`src/rtl/icb_pkg.sv`:
```
`timescale 1ns/1ps
// -----------------------------------------------------------------------------
// icb_pkg
// Shared definitions for the ICB-to-APB bridge slice: register map of the
// bridge register file, the command-master FSM state encoding, the host
// request record, and the byte-mask convention used on the ICB write path.
// -----------------------------------------------------------------------------
package icb_pkg;

    // Register map of the ICB slave register file
    localparam logic [31:0] ICB_ADDR_CONTROL = 32'h2000_0000;
    localparam logic [31:0] ICB_ADDR_STATE   = 32'h2000_0008;
    localparam logic [31:0] ICB_ADDR_WDATA   = 32'h2000_0010;
    localparam logic [31:0] ICB_ADDR_RDATA   = 32'h2000_0018;
    localparam logic [31:0] ICB_ADDR_KEY     = 32'h2000_0020;

    // Command-master FSM states
    typedef enum logic [1:0] {
        ST_IDLE = 2'd0,
        ST_CMD  = 2'd1,
        ST_RSP  = 2'd2,
        ST_DONE = 2'd3
    } icb_state_e;

    // One host request as held in the command registers
    typedef struct packed {
        logic        read;
        logic [31:0] addr;
        logic [63:0] wdata;
        logic [7:0]  wmask;
    } icb_req_t;

    // Slave write convention: a set mask bit forces that byte to zero.
    function automatic logic [63:0] icb_apply_mask(input logic [63:0] data,
                                                   input logic [7:0]  wmask);
        logic [63:0] r;
        r = data;
        for (int unsigned i = 0; i < 8; i++) begin
            if (wmask[i]) begin
                r[i*8 +: 8] = '0;
            end
        end
        return r;
    endfunction

endpackage

```
`src/rtl/icb_cmd_master.sv`:
```
`timescale 1ns/1ps
// -----------------------------------------------------------------------------
// icb_cmd_master
// Single-outstanding ICB initiator. Accepts one host request (read/write,
// address, data, byte mask), issues it as an ICB command, waits for the ICB
// response and hands read data / error / timeout status back to the host.
// Both the command and response phases are bounded by TIMEOUT_CYCLES.
//
// Ports
//   clk, rst            : clock, synchronous active-high reset
//   req_valid/req_ready : host request handshake (ready only in IDLE)
//   req_read/addr/wdata/wmask : request fields, latched on acceptance
//   res_valid/res_ready : host result handshake (valid only in DONE)
//   res_rdata           : read data (0 for writes and timeouts)
//   res_err             : slave reported icb_rsp_err
//   res_timeout         : transaction aborted by the timer
//   icb_cmd_*           : ICB command channel (master side)
//   icb_rsp_*           : ICB response channel (master side)
// -----------------------------------------------------------------------------
module icb_cmd_master
    import icb_pkg::*;
#(
    parameter int unsigned TIMEOUT_CYCLES = 255
) (
    input  logic        clk,
    input  logic        rst,

    input  logic        req_valid,
    output logic        req_ready,
    input  logic        req_read,
    input  logic [31:0] req_addr,
    input  logic [63:0] req_wdata,
    input  logic [7:0]  req_wmask,

    output logic        res_valid,
    input  logic        res_ready,
    output logic [63:0] res_rdata,
    output logic        res_err,
    output logic        res_timeout,

    output logic        icb_cmd_valid,
    input  logic        icb_cmd_ready,
    output logic        icb_cmd_read,
    output logic [31:0] icb_cmd_addr,
    output logic [63:0] icb_cmd_wdata,
    output logic [7:0]  icb_cmd_wmask,

    input  logic        icb_rsp_valid,
    output logic        icb_rsp_ready,
    input  logic [63:0] icb_rsp_rdata,
    input  logic        icb_rsp_err
);

    // Timer is at least 8 bits wide, wider only if the limit needs it.
    localparam int unsigned TW_MIN = $clog2(TIMEOUT_CYCLES + 1);
    localparam int unsigned TW     = (TW_MIN > 8) ? TW_MIN : 8;
    localparam logic [TW-1:0] TMO_LAST = TW'(TIMEOUT_CYCLES - 1);

    icb_state_e    r_state,       w_state_nxt;
    icb_req_t      r_cmd,         w_cmd_nxt;
    logic [TW-1:0] r_timer,       w_timer_nxt;
    logic [63:0]   r_res_rdata,   w_res_rdata_nxt;
    logic          r_res_err,     w_res_err_nxt;
    logic          r_res_timeout, w_res_timeout_nxt;

    logic          w_timer_hit;

    // The timer counts completed cycles in the current phase; the phase is
    // aborted on the edge that closes cycle number TIMEOUT_CYCLES.
    assign w_timer_hit = (r_timer >= TMO_LAST);

    // ------------------------------------------------------------------
    // State and data registers
    // ------------------------------------------------------------------
    always_ff @(posedge clk) begin
        if (rst) begin
            r_state       <= ST_IDLE;
            r_cmd         <= '0;
            r_timer       <= '0;
            r_res_rdata   <= '0;
            r_res_err     <= 1'b0;
            r_res_timeout <= 1'b0;
        end else begin
            r_state       <= w_state_nxt;
            r_cmd         <= w_cmd_nxt;
            r_timer       <= w_timer_nxt;
            r_res_rdata   <= w_res_rdata_nxt;
            r_res_err     <= w_res_err_nxt;
            r_res_timeout <= w_res_timeout_nxt;
        end
    end

    // ------------------------------------------------------------------
    // Next-state and next-value logic
    // ------------------------------------------------------------------
    always_comb begin
        w_state_nxt       = r_state;
        w_cmd_nxt         = r_cmd;
        w_timer_nxt       = r_timer;
        w_res_rdata_nxt   = r_res_rdata;
        w_res_err_nxt     = r_res_err;
        w_res_timeout_nxt = r_res_timeout;

        unique case (r_state)
            ST_IDLE: begin
                if (req_valid) begin
                    w_cmd_nxt.read  = req_read;
                    w_cmd_nxt.addr  = req_addr;
                    w_cmd_nxt.wdata = req_wdata;
                    w_cmd_nxt.wmask = req_wmask;
                    w_timer_nxt     = '0;
                    w_state_nxt     = ST_CMD;
                end
            end

            ST_CMD: begin
                // A handshake on the expiry edge still wins: the slave has
                // taken the command, so its response must be awaited.
                if (icb_cmd_ready) begin
                    w_timer_nxt = '0;
                    w_state_nxt = ST_RSP;
                end else if (w_timer_hit) begin
                    w_res_rdata_nxt   = '0;
                    w_res_err_nxt     = 1'b0;
                    w_res_timeout_nxt = 1'b1;
                    w_state_nxt       = ST_DONE;
                end else begin
                    w_timer_nxt = r_timer + 1'b1;
                end
            end

            ST_RSP: begin
                if (icb_rsp_valid) begin
                    w_res_rdata_nxt   = r_cmd.read ? icb_rsp_rdata : '0;
                    w_res_err_nxt     = icb_rsp_err;
                    w_res_timeout_nxt = 1'b0;
                    w_state_nxt       = ST_DONE;
                end else if (w_timer_hit) begin
                    w_res_rdata_nxt   = '0;
                    w_res_err_nxt     = 1'b0;
                    w_res_timeout_nxt = 1'b1;
                    w_state_nxt       = ST_DONE;
                end else begin
                    w_timer_nxt = r_timer + 1'b1;
                end
            end

            ST_DONE: begin
                if (res_ready) begin
                    w_res_rdata_nxt   = '0;
                    w_res_err_nxt     = 1'b0;
                    w_res_timeout_nxt = 1'b0;
                    w_state_nxt       = ST_IDLE;
                end
            end

            default: begin
                w_state_nxt = ST_IDLE;
            end
        endcase
    end

    // ------------------------------------------------------------------
    // Outputs: decoded from state flops and driven from registers only,
    // so no request or response input reaches an output combinationally.
    // Command fields persist past CMD because the slave derives its error
    // response from them during RSP.
    // ------------------------------------------------------------------
    assign req_ready     = (r_state == ST_IDLE);
    assign icb_cmd_valid = (r_state == ST_CMD);
    assign icb_rsp_ready = (r_state == ST_RSP);
    assign res_valid     = (r_state == ST_DONE);

    assign icb_cmd_read  = r_cmd.read;
    assign icb_cmd_addr  = r_cmd.addr;
    assign icb_cmd_wdata = r_cmd.wdata;
    assign icb_cmd_wmask = r_cmd.wmask;

    assign res_rdata     = r_res_rdata;
    assign res_err       = r_res_err;
    assign res_timeout   = r_res_timeout;

endmodule

```
`config.mk`:
```
export PLATFORM = sky130hd
export DESIGN_NAME = icb_cmd_master
export DESIGN_NICKNAME = d
export VERILOG_FILES = /design/src/rtl/icb_pkg.sv /design/src/rtl/icb_cmd_master.sv
export SDC_FILE = /design/constraint.sdc
export NUM_CORES = 1
export LEC_CHECK = 0
export ABC_AREA = 0
export CAP_MARGIN = 10
export CELL_PAD_IN_SITES_DETAIL_PLACEMENT = 0
export CELL_PAD_IN_SITES_GLOBAL_PLACEMENT = 1
export CORE_ASPECT_RATIO = 1.1
export CORE_MARGIN = 10
export CORE_UTILIZATION = 30
export CTS_BUF_LIST = sky130_fd_sc_hd__clkbuf_4
export DETAILED_ROUTE_END_ITERATION = 7
export PLACE_DENSITY_LB_ADDON = 0.1
export SETUP_SLACK_MARGIN = 0.05
export SYNTH_ARGS = -nofsm -noshare
export SYNTH_HDL_FRONTEND = slang
export SYNTH_SLANG_ARGS = --single-unit
```
`constraint.sdc`:
```
create_clock -name clk -period 4.4 [get_ports clk]
set_input_delay 0.66 -clock clk [delete_from_list [all_inputs] [get_ports clk]]
set_output_delay 0.66 -clock clk [all_outputs]
set_load 0.005 [all_outputs]
```
==> impl_summary.txt <==
----------------------------------------------------
[Run status]
  Status ... complete, no violations

[Synthesis]
  Yosys cell types ... 45
  Post-synth EDFFs ... 0
  Synth Warn # ... 0
  Post-synth ARST share ... 0%
  Register area share after synthesis ... 57.04%
  Main flop type after synthesis ... sky130_fd_sc_hd__dfxtp_1
  Biggest area consumer among synthesized cells ... sky130_fd_sc_hd__dfxtp_1
  Number of synthesized register bits ... 181
  Most common cell in the synthesized netlist ... sky130_fd_sc_hd__nand2_1
  Share of the synthesized area in the top cell type ... 57.04%
  Cells after Synth ... 689
  Post-Syn Area ... 0.006352 mm2
  Synth top area cells ... sky130_fd_sc_hd__dfxtp_1, sky130_fd_sc_hd__nand2_1, sky130_fd_sc_hd__a21oi_1
  Synthesized area divided by synthesized cell count ... 9.220 um2
  Syn_nets ... 872
  Commonest cells post-synth ... sky130_fd_sc_hd__nand2_1, sky130_fd_sc_hd__dfxtp_1, sky130_fd_sc_hd__a21oi_1, sky130_fd_sc_hd__a22o_1, sky130_fd_sc_hd__clkbuf_1

[Global route]
  Overflow left after global routing ... 0
  Wire length of the first global-routing pass ... 35650 um
  Via count of the first global-routing pass ... 5799
  Tot GR Track Use ... 16.39%
  Maximum number of pins on one net before global-route repair ... 99
  Antenna violations before repair ... 2

[Die]
  Core area ... 0.02071 mm2
  Cell Rows ... 55
  Die width ... 158.7 um
  Die area ... 0.02740 mm2
  Initial Utilization ... 30.67%
  Num ports ... 351
  Height of the die ... 172.6 um

[Timing]
  Maximum clock rate ... 0.3553 GHz
  Unrepaired setup endpoints after global routing ... false
  Actual slew at the worst max-slew pin ... 1.145 ns
  Worst clock skew on the final layout ... 0.01983 ns
  Shortest period the worst path allows ... 2.815 ns
  Final Max Slew Viols ... 0
  Slew headroom ... 23.70%
  Final period utilization ... 63.97%
  Finish-stage setup viols ... 0
  Number of hold violations in the final report ... 0
  Worst hold slack after final layout ... 0.4371 ns
  Total negative slack for setup checks ... 0 ns

[Worst setup path]
  CP Cell Sequence ... inv_1, ha_1, clkdlybuf4s50_1
  Critical path arrival ... 2.15 ns
  Startpoint class of the critical path ... flop
  CP Buf/Inv Count ... 2
  Critical Path Fanout Max ... 8
  Top Family by Delay on Critical Path ... buffers and inverters
  Cell with the biggest individual delay on the critical path ... sky130_fd_sc_hd__clkdlybuf4s50_1
  Required time at the worst-slack endpoint ... 3.74 ns
  Critical Path End Type ... output pin
  Type of the worst setup path ... flop to output pin
  Delay of the slowest critical-path stage ... 0.62 ns

[Place]
  HPWL after detailed placement ... 17240 um
  Cell area reported after detailed placement ... 0.01000 mm2
  Buffers on Ports ... 350
  Gp weighted congestion ... 0.7238

[Clock network]
  Deepest clock path buffer count ... 2
  Number of buffers inserted by post-CTS setup repair ... 0
  Number of resized instances in the post-cts repair step ... 0
  CTS Root Buffer Type ... sky130_fd_sc_hd__clkbuf_4
  Number of clock buffers inserted by TritonCTS ... 17
  Number of hold buffers added after CTS ... 0
  Number of sinks driven by the clock tree ... 181
  CTS tree ... done
  Clock insertion delay at the later pin of the skew report ... 0.56 ns
  Maximum level of the CTS H-tree ... 4
  Clock-pin slew on the worst setup and hold paths ... 0.16 ns

[Drt]
  Final Routed Wirelength ... 23640 um
  Via count ... 5965
  Violation count after the first detailed-routing iteration ... 269
  DR vias/cell ... 4.540
  Antenna Nets Post-Route ... 0
  Routed len/inst ... 17.99 um
  DRC violations left ... 0
  Number of detailed-route iterations in the first pass ... 4

[Finish]
  Layout cell share with drive strength beyond 1 ... 4.971%
  Area growth, synth to finish ... 62.10%
  Final standard cell area without fillers ... 0.01030 mm2
  Post-layout utilization of the core ... 49.71%
  Number of nets at the end of the flow ... 1197

[Hold path]
  Worst min path class ... input port to flop

[Flow run]
  Number of max-cap violations ... 0

[Pwr]
  Power density relative to cell area ... 320.1 mW/mm2
  Overall power consumption ... 3.296 mW
  Worst ir drop on vdd ... 0.1444 mV
  Leakage dissipation ... 3.750 nW

----------------------------------------------------
[where the power goes]
group	leakage, nW	total (mW)	internal (mW)	switching, mW
logic	2.13	0.581	0.328	0.253
clock network	0.150	0.966	0.352	0.614
registers	1.47	1.75	1.71	0.0355
[cell type report]
| type | count | area [um2] |
|---|---|---|
| antenna | 3 | 7.507 |
| clock buffer | 18 | 135.1 |
| clock inverter | 13 | 150.1 |
| fill | 2044 | 10420 |
| inverter | 6 | 22.52 |
| multi-input combinational | 451 | 2436 |
| sequential | 181 | 3623 |
| tap | 285 | 356.6 |
| timing repair buffer | 357 | 3566 |
[cells by family (layout without fill, tap and decap cells)]
logic type	after synthesis	in the layout	share of synthesized area, %
buffers and inverters	57	394	4.904
AND/OR/NAND/NOR	239	239	14.87
other	0	3	0
flip-flops	181	181	57.04
AO/OA/AOI/OAI	205	205	21.80
adder cells (fa/ha/maj)	7	7	1.379
[routing by layer]
metal | up-vias | GRT usage, % | wire length, um
met3 | 19 | 6.960 | 1927
met5 | - | 0 | 0
met1 | 2722 | 18.63 | 9751
met4 | 0 | 4.758 | 369
met2 | 214 | 27.39 | 11590
li1 | 3010 | - | -
[stage by stage]
| step | std cells | setup slack [ns] |
|---|---|---|
| 2_1_floorplan | 689 | 2.653 |
| 3_3_place_gp | 1280 | 1.462 |
| 3_5_place_dp | 1280 | 1.455 |
| 4_1_cts | 1311 | 1.513 |
| 5_1_grt | 1313 | 1.392 |
| 6_report | 1314 | 1.586 |
[layout by cell type, fill, tap and decap left out, types with 2 or more instances in the layout]
master,n
sky130_fd_sc_hd__nand2b_1,4
sky130_fd_sc_hd__clkinvlp_4,2
sky130_fd_sc_hd__a211oi_1,5
sky130_fd_sc_hd__and3_1,2
sky130_fd_sc_hd__clkinv_4,3
sky130_fd_sc_hd__o21ai_0,3
sky130_fd_sc_hd__clkdlybuf4s50_1,349
sky130_fd_sc_hd__clkbuf_4,18
sky130_fd_sc_hd__inv_6,2
sky130_fd_sc_hd__nor2_1,6
sky130_fd_sc_hd__inv_1,6
sky130_fd_sc_hd__diode_2,3
sky130_fd_sc_hd__buf_4,7
sky130_fd_sc_hd__a21oi_1,112
sky130_fd_sc_hd__bufinv_16,2
sky130_fd_sc_hd__a22o_1,64
sky130_fd_sc_hd__ha_1,7
sky130_fd_sc_hd__a41oi_1,3
sky130_fd_sc_hd__nor3_1,2
sky130_fd_sc_hd__nand2_1,212
sky130_fd_sc_hd__inv_8,2
sky130_fd_sc_hd__nand3_1,3
sky130_fd_sc_hd__dfxtp_1,181
[final timing paths]
| kind | startpoint | endpoint | cells past startpoint | slack, ns |
|---|---|---|---|---|
| worst max-delay path | r_state[1] | req_ready | 3 | 1.59 |
| worst min-delay path | rst | icb_cmd_addr[4] | 2 | 0.44 |
| worst max register to register | r_timer[0] | res_rdata[23] | 7 | 1.64 |
| worst min register to register | icb_cmd_addr[2] | icb_cmd_addr[2] | 2 | 0.46 |
[registers in the layout, summed over array words and instances (netlist names)]
name,cells
icb_cmd_addr,32
icb_cmd_read,1
icb_cmd_wdata,64
icb_cmd_wmask,8
r_state,2
r_timer,8
res_err,1
res_rdata,64
res_timeout,1
No activity file was read; power rests on OpenSTA's default activity.
